<file path="src/rtl/uart_bus_bridge.sv">
`default_nettype none
// ============================================================================
// Module      : uart_bus_bridge
// Description : 8N1 serial command receiver that masters the peripheral bus
//               ('W' addr data / 'R' addr) and returns read data on tx.
//               Optional macro UART_BRIDGE_ACK_EN acknowledges writes (0x06).
// Revision    : 1.0 - initial release
// ============================================================================
module uart_bus_bridge #(
    parameter int          PRESCALE  = 103,
    parameter logic [7:0]  CMD_WRITE = 8'h57,
    parameter logic [7:0]  CMD_READ  = 8'h52
) (
    input  logic       clk,
    input  logic       rst,
    input  logic       rx,
    output logic       tx,
    output logic [7:0] address,
    output logic [7:0] dout,
    output logic       w_en,
    output logic       r_en,
    input  logic [7:0] din,
    output logic       busy,
    output logic       frame_err
);

    localparam int PW = (PRESCALE > 0) ? $clog2(PRESCALE + 1) : 1;

    typedef enum logic [2:0] {
        RX_IDLE, RX_START, RX_DATA, RX_STOP, RX_BREAK
    } rx_state_e;

    typedef enum logic [2:0] {
        S_CMD, S_WADDR, S_WDATA, S_WRITE, S_RADDR, S_READ, S_RCAP, S_TXWAIT
    } cmd_state_e;

    logic [PW-1:0] pre_q, pre_d;
    logic          tick;
    logic          rx_meta_q, rx_sync_q;
    rx_state_e     rx_state_q, rx_state_d;
    logic [3:0]    rx_tcnt_q, rx_tcnt_d;
    logic [2:0]    rx_bcnt_q, rx_bcnt_d;
    logic [7:0]    rx_shift_q, rx_shift_d;
    logic          rx_valid;
    logic          tx_q, tx_d;
    logic          tx_active_q, tx_active_d;
    logic [3:0]    tx_tcnt_q, tx_tcnt_d;
    logic [3:0]    tx_bcnt_q, tx_bcnt_d;
    logic [9:0]    tx_frame_q, tx_frame_d;
    logic          tx_start;
    cmd_state_e    cmd_q, cmd_d;
    logic [7:0]    address_q, address_d;
    logic [7:0]    dout_q, dout_d;
    logic [7:0]    resp_q, resp_d;

    assign tick      = (pre_q == PW'(PRESCALE));
    assign pre_d     = tick ? '0 : pre_q + 1'b1;
    assign tx        = tx_q;
    assign address   = address_q;
    assign dout      = dout_q;
    assign busy      = (cmd_q != S_CMD) || tx_active_q;

    // Receiver: start is confirmed mid-bit, then every 16 ticks lands mid-bit.
    always_comb begin
        rx_state_d = rx_state_q;
        rx_tcnt_d  = rx_tcnt_q;
        rx_bcnt_d  = rx_bcnt_q;
        rx_shift_d = rx_shift_q;
        rx_valid   = 1'b0;
        frame_err  = 1'b0;
        if (tick) begin
            case (rx_state_q)
                RX_IDLE: begin
                    if (!rx_sync_q) begin
                        rx_state_d = RX_START;
                        rx_tcnt_d  = 4'd0;
                    end
                end
                RX_START: begin
                    rx_tcnt_d = rx_tcnt_q + 4'd1;
                    if (rx_tcnt_q == 4'd7) begin
                        rx_tcnt_d  = 4'd0;
                        rx_bcnt_d  = 3'd0;
                        rx_state_d = rx_sync_q ? RX_IDLE : RX_DATA;
                    end
                end
                RX_DATA: begin
                    rx_tcnt_d = rx_tcnt_q + 4'd1;
                    if (rx_tcnt_q == 4'd15) begin
                        rx_shift_d = {rx_sync_q, rx_shift_q[7:1]};
                        rx_bcnt_d  = rx_bcnt_q + 3'd1;
                        if (rx_bcnt_q == 3'd7) rx_state_d = RX_STOP;
                    end
                end
                RX_STOP: begin
                    rx_tcnt_d = rx_tcnt_q + 4'd1;
                    if (rx_tcnt_q == 4'd15) begin
                        if (rx_sync_q) begin
                            rx_valid   = 1'b1;
                            rx_state_d = RX_IDLE;
                        end else begin
                            frame_err  = 1'b1;
                            rx_state_d = RX_BREAK;
                        end
                    end
                end
                RX_BREAK: if (rx_sync_q) rx_state_d = RX_IDLE;
                default:  rx_state_d = RX_IDLE;
            endcase
        end
    end

    // Transmitter: the frame shifts out LSB first, one bit per 16 ticks.
    always_comb begin
        tx_d        = tx_q;
        tx_active_d = tx_active_q;
        tx_tcnt_d   = tx_tcnt_q;
        tx_bcnt_d   = tx_bcnt_q;
        tx_frame_d  = tx_frame_q;
        if (!tx_active_q) begin
            if (tx_start) begin
                tx_frame_d  = {1'b1, resp_q, 1'b0};
                tx_active_d = 1'b1;
                tx_tcnt_d   = 4'd0;
                tx_bcnt_d   = 4'd0;
            end
        end else if (tick) begin
            if (tx_tcnt_q == 4'd0) begin
                tx_d       = tx_frame_q[0];
                tx_frame_d = {1'b1, tx_frame_q[9:1]};
            end
            tx_tcnt_d = tx_tcnt_q + 4'd1;
            if (tx_tcnt_q == 4'd15) begin
                tx_bcnt_d = tx_bcnt_q + 4'd1;
                if (tx_bcnt_q == 4'd9) tx_active_d = 1'b0;
            end
        end
    end

    always_comb begin
        cmd_d     = cmd_q;
        address_d = address_q;
        dout_d    = dout_q;
        resp_d    = resp_q;
        w_en      = 1'b0;
        r_en      = 1'b0;
        tx_start  = 1'b0;
        case (cmd_q)
            S_CMD: begin
                if (rx_valid) begin
                    if (rx_shift_q == CMD_WRITE)     cmd_d = S_WADDR;
                    else if (rx_shift_q == CMD_READ) cmd_d = S_RADDR;
                end
            end
            S_WADDR: begin
                if (frame_err) cmd_d = S_CMD;
                else if (rx_valid) begin
                    address_d = rx_shift_q;
                    cmd_d     = S_WDATA;
                end
            end
            S_WDATA: begin
                if (frame_err) cmd_d = S_CMD;
                else if (rx_valid) begin
                    dout_d = rx_shift_q;
                    cmd_d  = S_WRITE;
                end
            end
            S_WRITE: begin
                w_en = 1'b1;
`ifdef UART_BRIDGE_ACK_EN
                resp_d = 8'h06;
                cmd_d  = S_TXWAIT;
`else
                cmd_d  = S_CMD;
`endif
            end
            S_RADDR: begin
                if (frame_err) cmd_d = S_CMD;
                else if (rx_valid) begin
                    address_d = rx_shift_q;
                    cmd_d     = S_READ;
                end
            end
            S_READ: begin
                r_en  = 1'b1;
                cmd_d = S_RCAP;
            end
            S_RCAP: begin
                resp_d = din;
                cmd_d  = S_TXWAIT;
            end
            S_TXWAIT: begin
                if (!tx_active_q) begin
                    tx_start = 1'b1;
                    cmd_d    = S_CMD;
                end
            end
            default: cmd_d = S_CMD;
        endcase
    end

    always_ff @(posedge clk) begin
        if (rst) begin
            pre_q       <= '0;
            rx_meta_q   <= 1'b1;
            rx_sync_q   <= 1'b1;
            rx_state_q  <= RX_IDLE;
            rx_tcnt_q   <= 4'd0;
            rx_bcnt_q   <= 3'd0;
            rx_shift_q  <= 8'd0;
            tx_q        <= 1'b1;
            tx_active_q <= 1'b0;
            tx_tcnt_q   <= 4'd0;
            tx_bcnt_q   <= 4'd0;
            tx_frame_q  <= 10'h3FF;
            cmd_q       <= S_CMD;
            address_q   <= 8'd0;
            dout_q      <= 8'd0;
            resp_q      <= 8'd0;
        end else begin
            pre_q       <= pre_d;
            rx_meta_q   <= rx;
            rx_sync_q   <= rx_meta_q;
            rx_state_q  <= rx_state_d;
            rx_tcnt_q   <= rx_tcnt_d;
            rx_bcnt_q   <= rx_bcnt_d;
            rx_shift_q  <= rx_shift_d;
            tx_q        <= tx_d;
            tx_active_q <= tx_active_d;
            tx_tcnt_q   <= tx_tcnt_d;
            tx_bcnt_q   <= tx_bcnt_d;
            tx_frame_q  <= tx_frame_d;
            cmd_q       <= cmd_d;
            address_q   <= address_d;
            dout_q      <= dout_d;
            resp_q      <= resp_d;
        end
    end

endmodule
`default_nettype wire
</file>
<file path="config.mk">
export PLATFORM = sky130hd
export DESIGN_NAME = uart_bus_bridge
export DESIGN_NICKNAME = d
export VERILOG_FILES = /design/src/rtl/uart_bus_bridge.sv
export SDC_FILE = /design/constraint.sdc
export NUM_CORES = 1
export LEC_CHECK = 0
export CAP_MARGIN = 20
export CORE_MARGIN = 8
export CORE_UTILIZATION = 38
export DETAILED_ROUTE_END_ITERATION = 8
export GPL_ROUTABILITY_DRIVEN = 1
export GPL_TIMING_DRIVEN = 0
export PLACE_DENSITY = 0.57
export SETUP_SLACK_MARGIN = 0.02
export SLEW_MARGIN = 10
export SYNTH_ARGS = -nofsm -noshare
export SYNTH_HDL_FRONTEND = slang
export SYNTH_SLANG_ARGS = --single-unit
</file>
<file path="constraint.sdc">
create_clock -name clk -period 5.75 [get_ports clk]
set_input_delay 1.15 -clock clk [delete_from_list [all_inputs] [get_ports clk]]
set_output_delay 1.15 -clock clk [all_outputs]
set_load 0.02 [all_outputs]
</file>
## After elaboration in Yosys (flattened, before gate mapping)

Cells that the tools add are included.

| operators by class | value |
|---|---|
| add/subtract/negate cells | 5 |
| equal/unequal tests | 34 |
| multiplexer cells | 53 |
| bitwise logic cells | 1 |
| reductions and logical operators | 22 |

Operators with widths:

| cell | number |
|---|---|
| $mux 3 | 19 |
| $mux 10 | 4 |
| $mux 4 | 8 |
| $pmux 3 s8 | 1 |
| $reduce_and 3->1 | 7 |
| $eq 3x3->1 const B | 6 |
| $ne 2x2->1 const B | 9 |
| $mux 1 | 17 |
| $eq 8x7->1 const B | 2 |
| $pmux 3 s5 | 1 |
| $add 4x1->4 const B | 3 |
| $eq 3x2->1 const B | 4 |
| $eq 4x4->1 const B | 3 |
| $ne 3x3->1 const B | 4 |
| $pmux 4 s3 | 1 |
| $add 7x1->7 const B | 1 |
| $eq 7x7->1 const B | 1 |
| $reduce_and 7->1 | 1 |
| $eq 3x1->1 const B | 2 |
| $logic_not 3->1 | 2 |
| $pmux 3 s2 | 1 |
| $reduce_and 6->1 | 1 |
| $reduce_bool 3->1 | 2 |
| $reduce_or 2->1 | 3 |
| 10 further kinds | 12 |

| storage, ports and cells | value |
|---|---|
| flip-flop bits (word level) | 74 |
| output and inout bits | 21 |

## Logic depth before layout (Yosys ltp)

| depth | value |
|---|---|
| depth in word-level cells | 7 |
| gate-level depth with buffers | 7 |

## Worst setup path before layout

OpenSTA, ideal clock, no wires.

| timing | value |
|---|---|
| path type | reg2out |
| start point | register rx_state_q[2] |
| end point | output frame_err |
| data arrival time | 1.849 ns |
| required time | 4.600 ns |
| slack | 2.751 ns |
| cell stages (with the launch flop) | 4 |
| path through | dfxtp_1 buf_6 or4b_4 nor4_1 |

| between the ends | value |
|---|---|
| cells in the longest elaborated chain, start to end | 3 |

RTL lines:

| what | RTL line | text |
|---|---|---|
| start: declaration | 40 | `rx_state_e rx_state_q, rx_state_d;` |
| start signal: assignment | 225 | `rx_state_q <= rx_state_d;` |
| $eq 3x2->1 | 72 | `case (rx_state_q)` |
| $mux 1 | 72 |  |
| $mux 1 | 71 | `if (tick) begin` |
| end: declaration | 24 | `output logic frame_err` |

No other way between the ends.

## Final worst setup path

| timing | value |
|---|---|
| start point | register pre_q[3] |
| end point | output frame_err |

| between the ends | value |
|---|---|
| cells in the longest elaborated chain, start to end | 2 |

RTL lines:

| what | RTL line | text |
|---|---|---|
| start: declaration | 37 | `logic [PW-1:0] pre_q, pre_d;` |
| start signal: assignment | 222 | `pre_q <= pre_d;` |
| $eq 7x7->1 | 56 | `assign tick = (pre_q == PW'(PRESCALE));` |
| $mux 1 | 71 |  |

No other way between the ends.

==> flow_metrics.env <==
export IMPL_slowest_stage="clkdlybuf4s50_1"
export IMPL_yosysUniqueCellTypes=52
export IMPL_ctsLongestPathBuffers=2
export IMPL_met2_usage_pct=19.75
export IMPL_grt_pass1_wl_um=12990
export IMPL_fp_row_count=35
export IMPL_gr_usage_met3_pct=3.788
export IMPL_p_per_area_nw_per_um2=242.2
export IMPL_layout_commonest_cell="dfxtp_1"
export IMPL_netlist_area_um2=3482
export IMPL_drv_slew=0
export IMPL_critPathTopFamily="simple AND/OR/NAND/NOR gates"
export IMPL_hold_depth=1
export IMPL_path_buf_inv=2
export IMPL_gp_congestion=0.8021
export IMPL_h_tree_depth=3
export IMPL_r2r_cells=6
export IMPL_cts_buffers=9
export IMPL_dr_first_iter_drc_count=99
export IMPL_grt_usage_pct=12.66
export IMPL_cp_depth=4
export IMPL_fin_crit_sh_pct=67.73
export IMPL_finalHoldViolations=0
export IMPL_maxCapViolCount=0
export IMPL_root_buffer="clkbuf_8"
export IMPL_placement_io_buffers=30
export IMPL_diodes=0
export IMPL_grt_use_met1_pct=16.20
export IMPL_tns_ps=0
export IMPL_wl_um=7662
export IMPL_die_w_um=111.7
export IMPL_p_leak_nw=1.677
export IMPL_cpPeakStageDelay_ps=740
export IMPL_tritoncts="yes"
export IMPL_yosys_area_top_type_share_pct=41.97
export IMPL_initial_utilization_pct=38.41
export IMPL_hold_slack_ps=414.1
export IMPL_ir_worst_vdd_mv=0.1578
export IMPL_critical_path_class="flip-flop to output port"
export IMPL_avgRoutedWirePerCell_um=14.19
export IMPL_async_reset_ff_share_pct=0
export IMPL_setup_violations=0
export IMPL_min_path_type="flip-flop to flip-flop"
export IMPL_grt_pass1_vias=2674
export IMPL_syn_num_nets=402
export IMPL_path_max_fanout=8
export IMPL_ios=32
export IMPL_mostFrequentLayoutCells="73 x dfxtp_1, 53 x nor2_1, 34 x mux2i_1"
export IMPL_avgViaCountPerCell=5.106
export IMPL_synth_main_ff_cell="dfxtp_1"
export IMPL_area_growth_pct=19.04
export IMPL_finalClockSkew_ps=11.60
export IMPL_slew_headroom_pct=53.40
export IMPL_ctsHoldBuffers=0
export IMPL_ys_seq_elements=73
export IMPL_crit_required_ps=4600
export IMPL_drtAntennaViolNets=0
export IMPL_drc=0
export IMPL_clock_latency_ps=350
export IMPL_worst_slew_pin_slew_ps=692.6
export IMPL_worstReg2RegEnd="dout[0]"
export IMPL_core_region_area_um2=9065
export IMPL_clkSinkCount=73
export IMPL_firstDrtPassIters=4
export IMPL_antenna_found_initial=0
export IMPL_syn_inst=383
export IMPL_busiest_layer="met2"
export IMPL_max_freq_ghz=0.2568
export IMPL_cp_start_kind="flip-flop"
export IMPL_worstSetupStartpoint="pre_q[3]"
export IMPL_die_area_um2=12480
export IMPL_reg2reg_slack_ps=3440
export IMPL_synthTopCellsByArea="dfxtp_1 42%, mux2i_1 9.8%, nor2_1 5.7%, a21oi_1 3.4%, nand3_1 3.2%"
export IMPL_final_util_pct=45.73
export IMPL_status="finished clean"
export IMPL_path_cells="buf_4 > or4b_4 > nor4_1 > clkdlybuf4s50_1"
export IMPL_grt_max_degree=15
export IMPL_yosys_warnings=0
export IMPL_drive_gt1_share_pct=11.89
export IMPL_hp_start="rx_meta_q"
export IMPL_hpwl_um=5384
export IMPL_postCtsSetupRepairBufs=0
export IMPL_synth_largest_area_cell="dfxtp_1"
export IMPL_ctsResizeCount=0
export IMPL_rsz0062_at_grt="false"
export IMPL_period_needed_ps=3894
export IMPL_routed_via_count=2757
export IMPL_fillCellCount=885
export IMPL_critPathArrivalTime_ps=2740
export IMPL_layout_nets=443
export IMPL_clk_pin_slew_worst_paths_ps=80
export IMPL_r2r_start="pre_q[3]"
export IMPL_die_h_um=111.7
export IMPL_synth_area_per_cell_um2=9.092
export IMPL_yosysSeqAreaShare_pct=41.97
export IMPL_grt_ovfl_total=0
export IMPL_endpoint="frame_err"
export IMPL_end_kind="output port"
export IMPL_synth_edf_count=0
## final cells by class
class / instances / area, µm² / area share (%)
Clock buffer: 9 / 123.9 / 2.988
Inverter: 12 / 45.04 / 1.087
Sequential cell: 73 / 1461 / 35.25
Tap cell: 111 / 138.9 / 3.350
Multi-Input combinational cell: 277 / 1813 / 43.74
Clock inverter: 7 / 100.1 / 2.415
Timing Repair Buffer: 30 / 300.3 / 7.244
Buffer: 21 / 162.7 / 3.924
## worst min path at each step
stage               slack [ps]         to
finish                     410  rx_sync_q
global route               430  rx_sync_q
CTS                        420  rx_sync_q
detailed placement         390  rx_sync_q
global placement           390  rx_sync_q
floorplan                  390  rx_sync_q
## routing by layer
layer  up-vias  wire length, µm
met5         -                0
met4         0               91
met3         8              392
met2        56             3365
met1      1283             3813
li1       1410                -
## power breakdown
part           leakage, nW  internal (W)  switching [W]   total, W
Sequential           0.589      0.000508     0.00000151   0.000510
Combinational        0.973     0.0000156      0.0000183  0.0000339
Clock                0.115      0.000249       0.000211   0.000460
## sequential cells by signal (all words and copies together), names as in the netlist
signal       flops
address          8
cmd_q            3
dout             8
pre_q            7
resp_q           8
rx_bcnt_q        3
rx_meta_q        1
rx_shift_q       8
rx_state_q       3
rx_sync_q        1
rx_tcnt_q        4
tx               1
tx_active_q      1
tx_bcnt_q        4
tx_frame_q       9
tx_tcnt_q        4
## metrics by stage
stage	setup WS (ps)	instances	power [W]	instance area, µm²
after floorplan	2751	383	0.0005421	3482
after global placement	2207	524	0.0005554	3921
after detailed placement	2194	524	0.0005556	3921
after CTS	1796	540	0.001018	4145
after global routing	1681	540	0.001040	4145
final	1856	540	0.001004	4145
## worst reg2reg max path, cell delays in order (launching register included)
cell	delay, ps
dfxtp_1	310
buf_4	150
or4b_4	560
nor4_4	560
nand4_4	330
mux2i_1	240
nor2_1	50
## logic make-up (layout without fill, tap and decap cells)
group           after synthesis  in the layout  synth area share [%]
xor+xnor                      8              8                 2.012
buf+inv                      33             79                 5.965
compound gates               48             48                 8.552
fa+ha+maj                     8              8                 2.875
simple gates                171            171                 26.27
flops                        73             73                 41.97
mux                          42             42                 12.36
## synth_stat cells, types with 4 or more instances
library cell / number
clkbuf_8: 6
nor2b_1: 4
nor3b_1: 5
mux2_2: 8
o21ai_0: 6
nor2_1: 53
nand2b_1: 10
a21oi_1: 24
nand2_1: 28
or2_2: 7
xnor2_1: 5
mux2i_1: 34
inv_1: 12
dfxtp_1: 73
nor3_1: 11
ha_1: 8
nand3b_1: 4
nand3_1: 22
clkbuf_1: 10
and3_1: 4
No activity file was read; power rests on OpenSTA's default activity.
